==> src/rtl/mem_stage_pkg.sv <==
// Shared bus widths and payload layouts for the memory-access stage.
// The execute->mem and mem->write-back buses are declared as packed structs, MSB first.
package mem_stage_pkg;

    localparam int ES_TO_MS_BUS_WD = 71;
    localparam int MS_TO_WS_BUS_WD = 70;

    typedef struct packed {
        logic [31:0] pc;
        logic        load_op;
        logic        rf_we;
        logic [4:0]  rf_waddr;
        logic [31:0] alu_result;
    } es_to_ms_bus_t;

    typedef struct packed {
        logic [31:0] pc;
        logic        rf_we;
        logic [4:0]  rf_waddr;
        logic [31:0] final_result;
    } ms_to_ws_bus_t;

endpackage

==> src/rtl/sirv_gnrl_dfflr.sv <==
// Enable-loaded D flip-flop bank with asynchronous active-low reset to zero.
// Every state element of the mem stage is one instance of this module.
module sirv_gnrl_dfflr #(
    parameter int DW = 32
) (
    input  logic          clk,
    input  logic          rst_n,
    input  logic          lden,
    input  logic [DW-1:0] dnxt,
    output logic [DW-1:0] qout
);

    // NOTE: non-blocking assignment keeps every flop sampling pre-edge values.
    always_ff @(posedge clk or negedge rst_n) begin
        if (!rst_n) begin
            qout <= '0;
        end else if (lden) begin
            qout <= dnxt;
        end
    end

endmodule

==> src/rtl/mem_stage.sv <==
// Memory-access pipeline stage: merges the synchronous SRAM read word with the ALU result
// and hands it to write-back; a local buffer keeps load data alive across write-back stalls.
module mem_stage
    import mem_stage_pkg::*;
(
    input  logic                       clk,
    input  logic                       reset,
    input  logic                       ws_allowin,
    output logic                       ms_allowin,
    input  logic                       es_to_ms_valid,
    input  logic [ES_TO_MS_BUS_WD-1:0] es_to_ms_bus,
    output logic                       ms_to_ws_valid,
    output logic [MS_TO_WS_BUS_WD-1:0] ms_to_ws_bus,
    input  logic [31:0]                cpu_data_rdata,
    output logic                       ms_to_ds_rf_we,
    output logic [4:0]                 ms_to_ds_rf_waddr,
    output logic [31:0]                ms_to_ds_rf_wdata
);

    localparam logic MS_READY_GO = 1'b1;

    logic                       ms_valid;
    logic                       ms_fresh;
    logic                       accept;
    logic [ES_TO_MS_BUS_WD-1:0] bus_q;
    logic [31:0]                rdata_buf;
    logic [31:0]                load_data;
    logic [31:0]                final_result;
    es_to_ms_bus_t              ms_fields;
    ms_to_ws_bus_t              ws_fields;

    assign ms_allowin = ~ms_valid | (MS_READY_GO & ws_allowin);
    assign accept     = ms_allowin & es_to_ms_valid;

    sirv_gnrl_dfflr #(.DW(1)) u_valid (
        .clk   (clk),
        .rst_n (reset),
        .lden  (ms_allowin),
        .dnxt  (es_to_ms_valid),
        .qout  (ms_valid)
    );

    // High only in the first cycle after acceptance, when the SRAM word is on the wire.
    sirv_gnrl_dfflr #(.DW(1)) u_fresh (
        .clk   (clk),
        .rst_n (reset),
        .lden  (1'b1),
        .dnxt  (accept),
        .qout  (ms_fresh)
    );

    sirv_gnrl_dfflr #(.DW(ES_TO_MS_BUS_WD)) u_bus (
        .clk   (clk),
        .rst_n (reset),
        .lden  (accept),
        .dnxt  (es_to_ms_bus),
        .qout  (bus_q)
    );

    // NOTE: the read buffer is cleared on reset so outputs are all-zero out of reset.
    sirv_gnrl_dfflr #(.DW(32)) u_rdata_buf (
        .clk   (clk),
        .rst_n (reset),
        .lden  (ms_fresh),
        .dnxt  (cpu_data_rdata),
        .qout  (rdata_buf)
    );

    assign ms_fields    = es_to_ms_bus_t'(bus_q);
    assign load_data    = ms_fresh ? cpu_data_rdata : rdata_buf;
    assign final_result = ms_fields.load_op ? load_data : ms_fields.alu_result;

    assign ws_fields.pc           = ms_fields.pc;
    assign ws_fields.rf_we        = ms_fields.rf_we;
    assign ws_fields.rf_waddr     = ms_fields.rf_waddr;
    assign ws_fields.final_result = final_result;

    assign ms_to_ws_valid = ms_valid & MS_READY_GO;
    assign ms_to_ws_bus   = ws_fields;

    assign ms_to_ds_rf_we    = ms_valid & ms_fields.rf_we;
    assign ms_to_ds_rf_waddr = ms_fields.rf_waddr;
    assign ms_to_ds_rf_wdata = final_result;

endmodule

==> config.mk <==
export PLATFORM = sky130hd
export DESIGN_NAME = mem_stage
export DESIGN_NICKNAME = d
export VERILOG_FILES = /design/src/rtl/mem_stage_pkg.sv /design/src/rtl/sirv_gnrl_dfflr.sv /design/src/rtl/mem_stage.sv
export SDC_FILE = /design/constraint.sdc
export NUM_CORES = 1
export LEC_CHECK = 0
export BUFFER_PORTS_ARGS = -buffer_cell sky130_fd_sc_hd__clkbuf_2
export CORE_MARGIN = 2
export CORE_UTILIZATION = 40
export CTS_CLUSTER_DIAMETER = 80
export CTS_CLUSTER_SIZE = 40
export DETAILED_ROUTE_END_ITERATION = 8
export HOLD_SLACK_MARGIN = 0.06
export PLACE_DENSITY = 0.77
export SLEW_MARGIN = 40
export SYNTH_ARGS = -nofsm -noshare
export SYNTH_HDL_FRONTEND = slang
export SYNTH_SLANG_ARGS = --single-unit
==> constraint.sdc <==
create_clock -name clk -period 2 [get_ports clk]
set_input_delay 0.5 -clock clk [delete_from_list [all_inputs] [get_ports clk]]
set_output_delay 0.5 -clock clk [all_outputs]
set_load 0.01 [all_outputs]
[Word level (Yosys, flattened, before mapping)]
Index checks and enable logic that the tools add are counted.
Cells by class
  muxes and demuxes: 2
  bitwise operators: 4
Operator list (number)
  two-way mux 32 bit: 2
  AND 1 bit: 2
  NOT 1 bit: 1
  bitwise OR 1 bit: 1
Storage, ports and cells
  bits in registers: 105
  output and inout bits: 110
  logic and storage cells: 10

[Depth between registers and ports, before layout]
  depth after elaboration: 3
  depth in mapped cells: 5
  gate-level depth less buffers: 3

[Cells and area by module]
Synthesis repeated with hierarchy kept, for this count alone.
Unflattened totals
  cell total of the unflattened synthesis: 370
  area total of the unflattened synthesis: 5421.4 µm²
Modules (own cells, without submodules)
  sirv_gnrl_dfflr at u_bus: times used 1, cells each 150, area each 2990.4 µm²
  sirv_gnrl_dfflr at u_rdata_buf: times used 1, cells each 68, area each 1345.0 µm²
  mem_stage: times used 1, cells each 148, area each 1006.0 µm²
  sirv_gnrl_dfflr at u_fresh ...: times used 2, cells each 2, area each 40.0 µm²

[Worst setup path after synthesis]
No wires, ideal clock.
  path kind: reg2out
  start point: register u_fresh.qout
  end point: output ms_to_ws_bus[0]
  data arrival time: 1343 ps
  setup slack: 157 ps
  stages on the path, launching flop included: 6
  cell sequence: dfrtp_1 > buf_6 > buf_12 > mux2_4 > mux2_4 > buf_4
Between the ends
  cells in the longest elaborated chain, start to end: 2
RTL lines
  start: declaration: line sirv_gnrl_dfflr.sv:10  | output logic [DW-1:0] qout
  start signal: assignment: line sirv_gnrl_dfflr.sv:18  | qout <= dnxt;
  two-way mux 32 bit: line mem_stage.sv:70  | assign load_data = ms_fresh ? cpu_data_rdata : rdata_buf;
  named net load_data[0]: line mem_stage.sv:27  | logic [31:0] load_data;
  two-way mux 32 bit: line mem_stage.sv:71  | assign final_result = ms_fields.load_op ? load_data : ms_fields.alu_result;
  end: declaration: line mem_stage.sv:13  | output logic [MS_TO_WS_BUS_WD-1:0] ms_to_ws_bus,
The timed path passes the listed nets, and every way through them passes these cells.

[Worst setup path after layout]
  start point: register u_fresh.qout
  end point: output ms_to_ws_bus[2]
Same word-level chain as after synthesis.

==> metrics.yaml <==
status: "finished with violations"
violations: "setup timing"
crit_slowest_cell: "dfrtp_2"
crit_chain: "buf_12 > mux2_4 > mux2_4 > clkbuf_2"
synth_cell_types: 12
ys_seq_area_share_pct: 51.4
die_width_um: 117
path_class: "register to output port"
drive_gt1_share_pct: 77.7
hold_class: "input port to asynchronous set/reset pin"
netlist_top_cells_area: "dfrtp_1 51%, mux2_4 18%, mux2_2 17%, buf_4 12%, buf_12 1.2%"
yosysWarningCount: 0
rows: 41
fillCellCount: 1112
drtAntennaViolNets: 0
cts_root_buf: "clkbuf_16"
yosysTopAreaCell: "dfrtp_1"
p_per_area_nw_per_um2: 955
die-height_um: 117
wl_mm: 9.81
cp_data_arrival_time_ps: 1710
clk-insertion-delay-late_ps: 340
viasPerCell: 4.48
grt_pass1_wl_mm: 15.2
fin_crit_ps: 2210
reg2reg_slack_ps: 670
finalNonFillerCells: 657
gp_congestion: 0.693
ir_drop_mv: 0.447
htreeDepth: 3
skew_ps: 4.25
syn_avg_cell_area_um2: 15.3
dp_slack_ps: 135
drc: 0
detailed_place_hpwl_mm: 7.15
grt_max_degree: 106
r2r-start: "u_valid.qout$_DFFE_PN0P_"
cellLeakagePower_nw: 3.13
maxCapViolCount: 0
vias: 2943
final_nets: 587
finalHoldViolCount: 0
holdBufCountCts: 0
grt_pass1_vias: 3127
final_cell_mix: "214 x clkbuf_2, 103 x dfrtp_1, 71 x mux2_2"
io_buffer_count: 216
relSlewSlack_pct: 63.8
num_io_pins: 217
start_util_pct: 40.7
cp_max_fo: 19
period_share_pct: 111
fin_hold_ws_ps: 222
worst_pin_slew_ps: 543
r2r_end: "u_bus.qout[45]$_DFFE_PN0P_"
cts_buffer_depth: 2
synth_top_area_share_pct: 51.4
dp.cells: 640
drtIter0Drc: 105
cpPeakStageDelay_ps: 420
rsz0062_at_grt: "true"
syn_nets: 442
first_pass_iters: 4
cts_sinks: 105
clkTransAtPathRegs_ps: 70
grt.total_usage_pct: 14.6
final_common_cell: "clkbuf_2"
endpoint_kind: "output port"
final_max_slew_viol_count: 0
timing.fmax_mhz: 452
grt_antenna_before_repair: 0
tritoncts: "yes"
start_kind: "register"
r2r_cells: 4
grt-ovfl-total: 0
layout_setup_ws_ps: -213
coreArea_um2: 12600
antenna_cells: 0
synth_cells: 335
dieArea_um2: 13700
syn-cell-area_um2: 5110
cts-buffers-inserted: 9
syn_to_final_growth_pct: 20.0
finalSetupViolCount: 64
path_common_cell: "mux2_4"
ys_ff_latch: 105
cp.required_ps: 1500
routedWlPerCell_um: 14.9
[worst max-delay path: cells and delay by family (launching register included)]
family	cells	cell delay [ps]
mux	2	600
flops	1	420
buf+inv	2	340
[cell families (layout without fill, tap and decap cells)]
group	Yosys count	in the layout	synth area share [%]
buffers and inverters	91	241	13.9
DFF	105	105	51.4
muxes	135	135	34.1
and+or+nand+nor	4	4	0.539
[flip-flops by register name, summed over array words and instances, names as in the netlist]
name and count:
u_rdata_buf.qout 32, u_fresh.qout 1, u_valid.qout 1, u_bus.qout 71
[metrics by stage]
stage | area (um^2) | TNS [ps] | total power [W] | util [%]
finish | 6130 | -11780 | 0.00585 | 48.8
global route | 6130 | -15960 | 0.00621 | 48.8
CTS | 6130 | -13730 | 0.00595 | 48.7
detailed placement | 5840 | 0 | 0.00432 | 46.5
global placement | 5840 | 0 | 0.00426 | 46.5
floorplan | 5110 | 0 | 0.00398 | -
[cells in the mapped netlist, drive strengths merged]
library cell  instances
inv                   1
buf                  90
dfrtp               105
and2                  1
nand2b                2
mux2                135
nand2                 1
[per-layer routing]
metal	vias to the layer above	track usage (%)	part of all wire [%]	routed length, um
li1	1355	-	-	-
met1	1441	17.3	41	4000
met2	131	24.6	51	4960
met3	16	4.07	6.8	669
met4	0	6.82	1.9	186
met5	-	0	0	0
[repair_timing]
action / 4_1_cts / 5_1_grt
endpoints found under the setup margin: 64 / 64
resized for setup: 4 / 2
buffers inserted: 1 / 0
gates cloned: 0 / 0
[worst max-delay path by stage]
stage                                      start                   end  slack [ps]
after floorplan           u_fresh.qout$_DFF_PN0_       ms_to_ws_bus[0]         160
after global placement    u_fresh.qout$_DFF_PN0_       ms_to_ws_bus[3]         160
after detailed placement  u_fresh.qout$_DFF_PN0_       ms_to_ws_bus[2]         140
after CTS                 u_fresh.qout$_DFF_PN0_       ms_to_ws_bus[2]        -250
after global routing      u_fresh.qout$_DFF_PN0_  ms_to_ds_rf_wdata[2]        -290
final                     u_fresh.qout$_DFF_PN0_       ms_to_ws_bus[2]        -210
[layout make-up]
class,instances,area (um^2),share of cell area [%]
clock inverters,5,32.5,0.531
flip-flops and latches,105,2630,42.9
inverters,1,3.75,0.0612
multi-input cells,139,1790,29.2
repair buffers,224,1220,20.0
clock buffers,11,233,3.80
well taps,172,215,3.51
[where the power goes]
part	leakage (nW)	total (W)	internal (W)	switching (W)
logic	1.79	0.00168	0.000937	0.000745
clock network	0.122	0.00159	0.000840	0.000745
registers	1.23	0.00259	0.00243	0.000153
No activity file was read; power rests on OpenSTA's default activity.
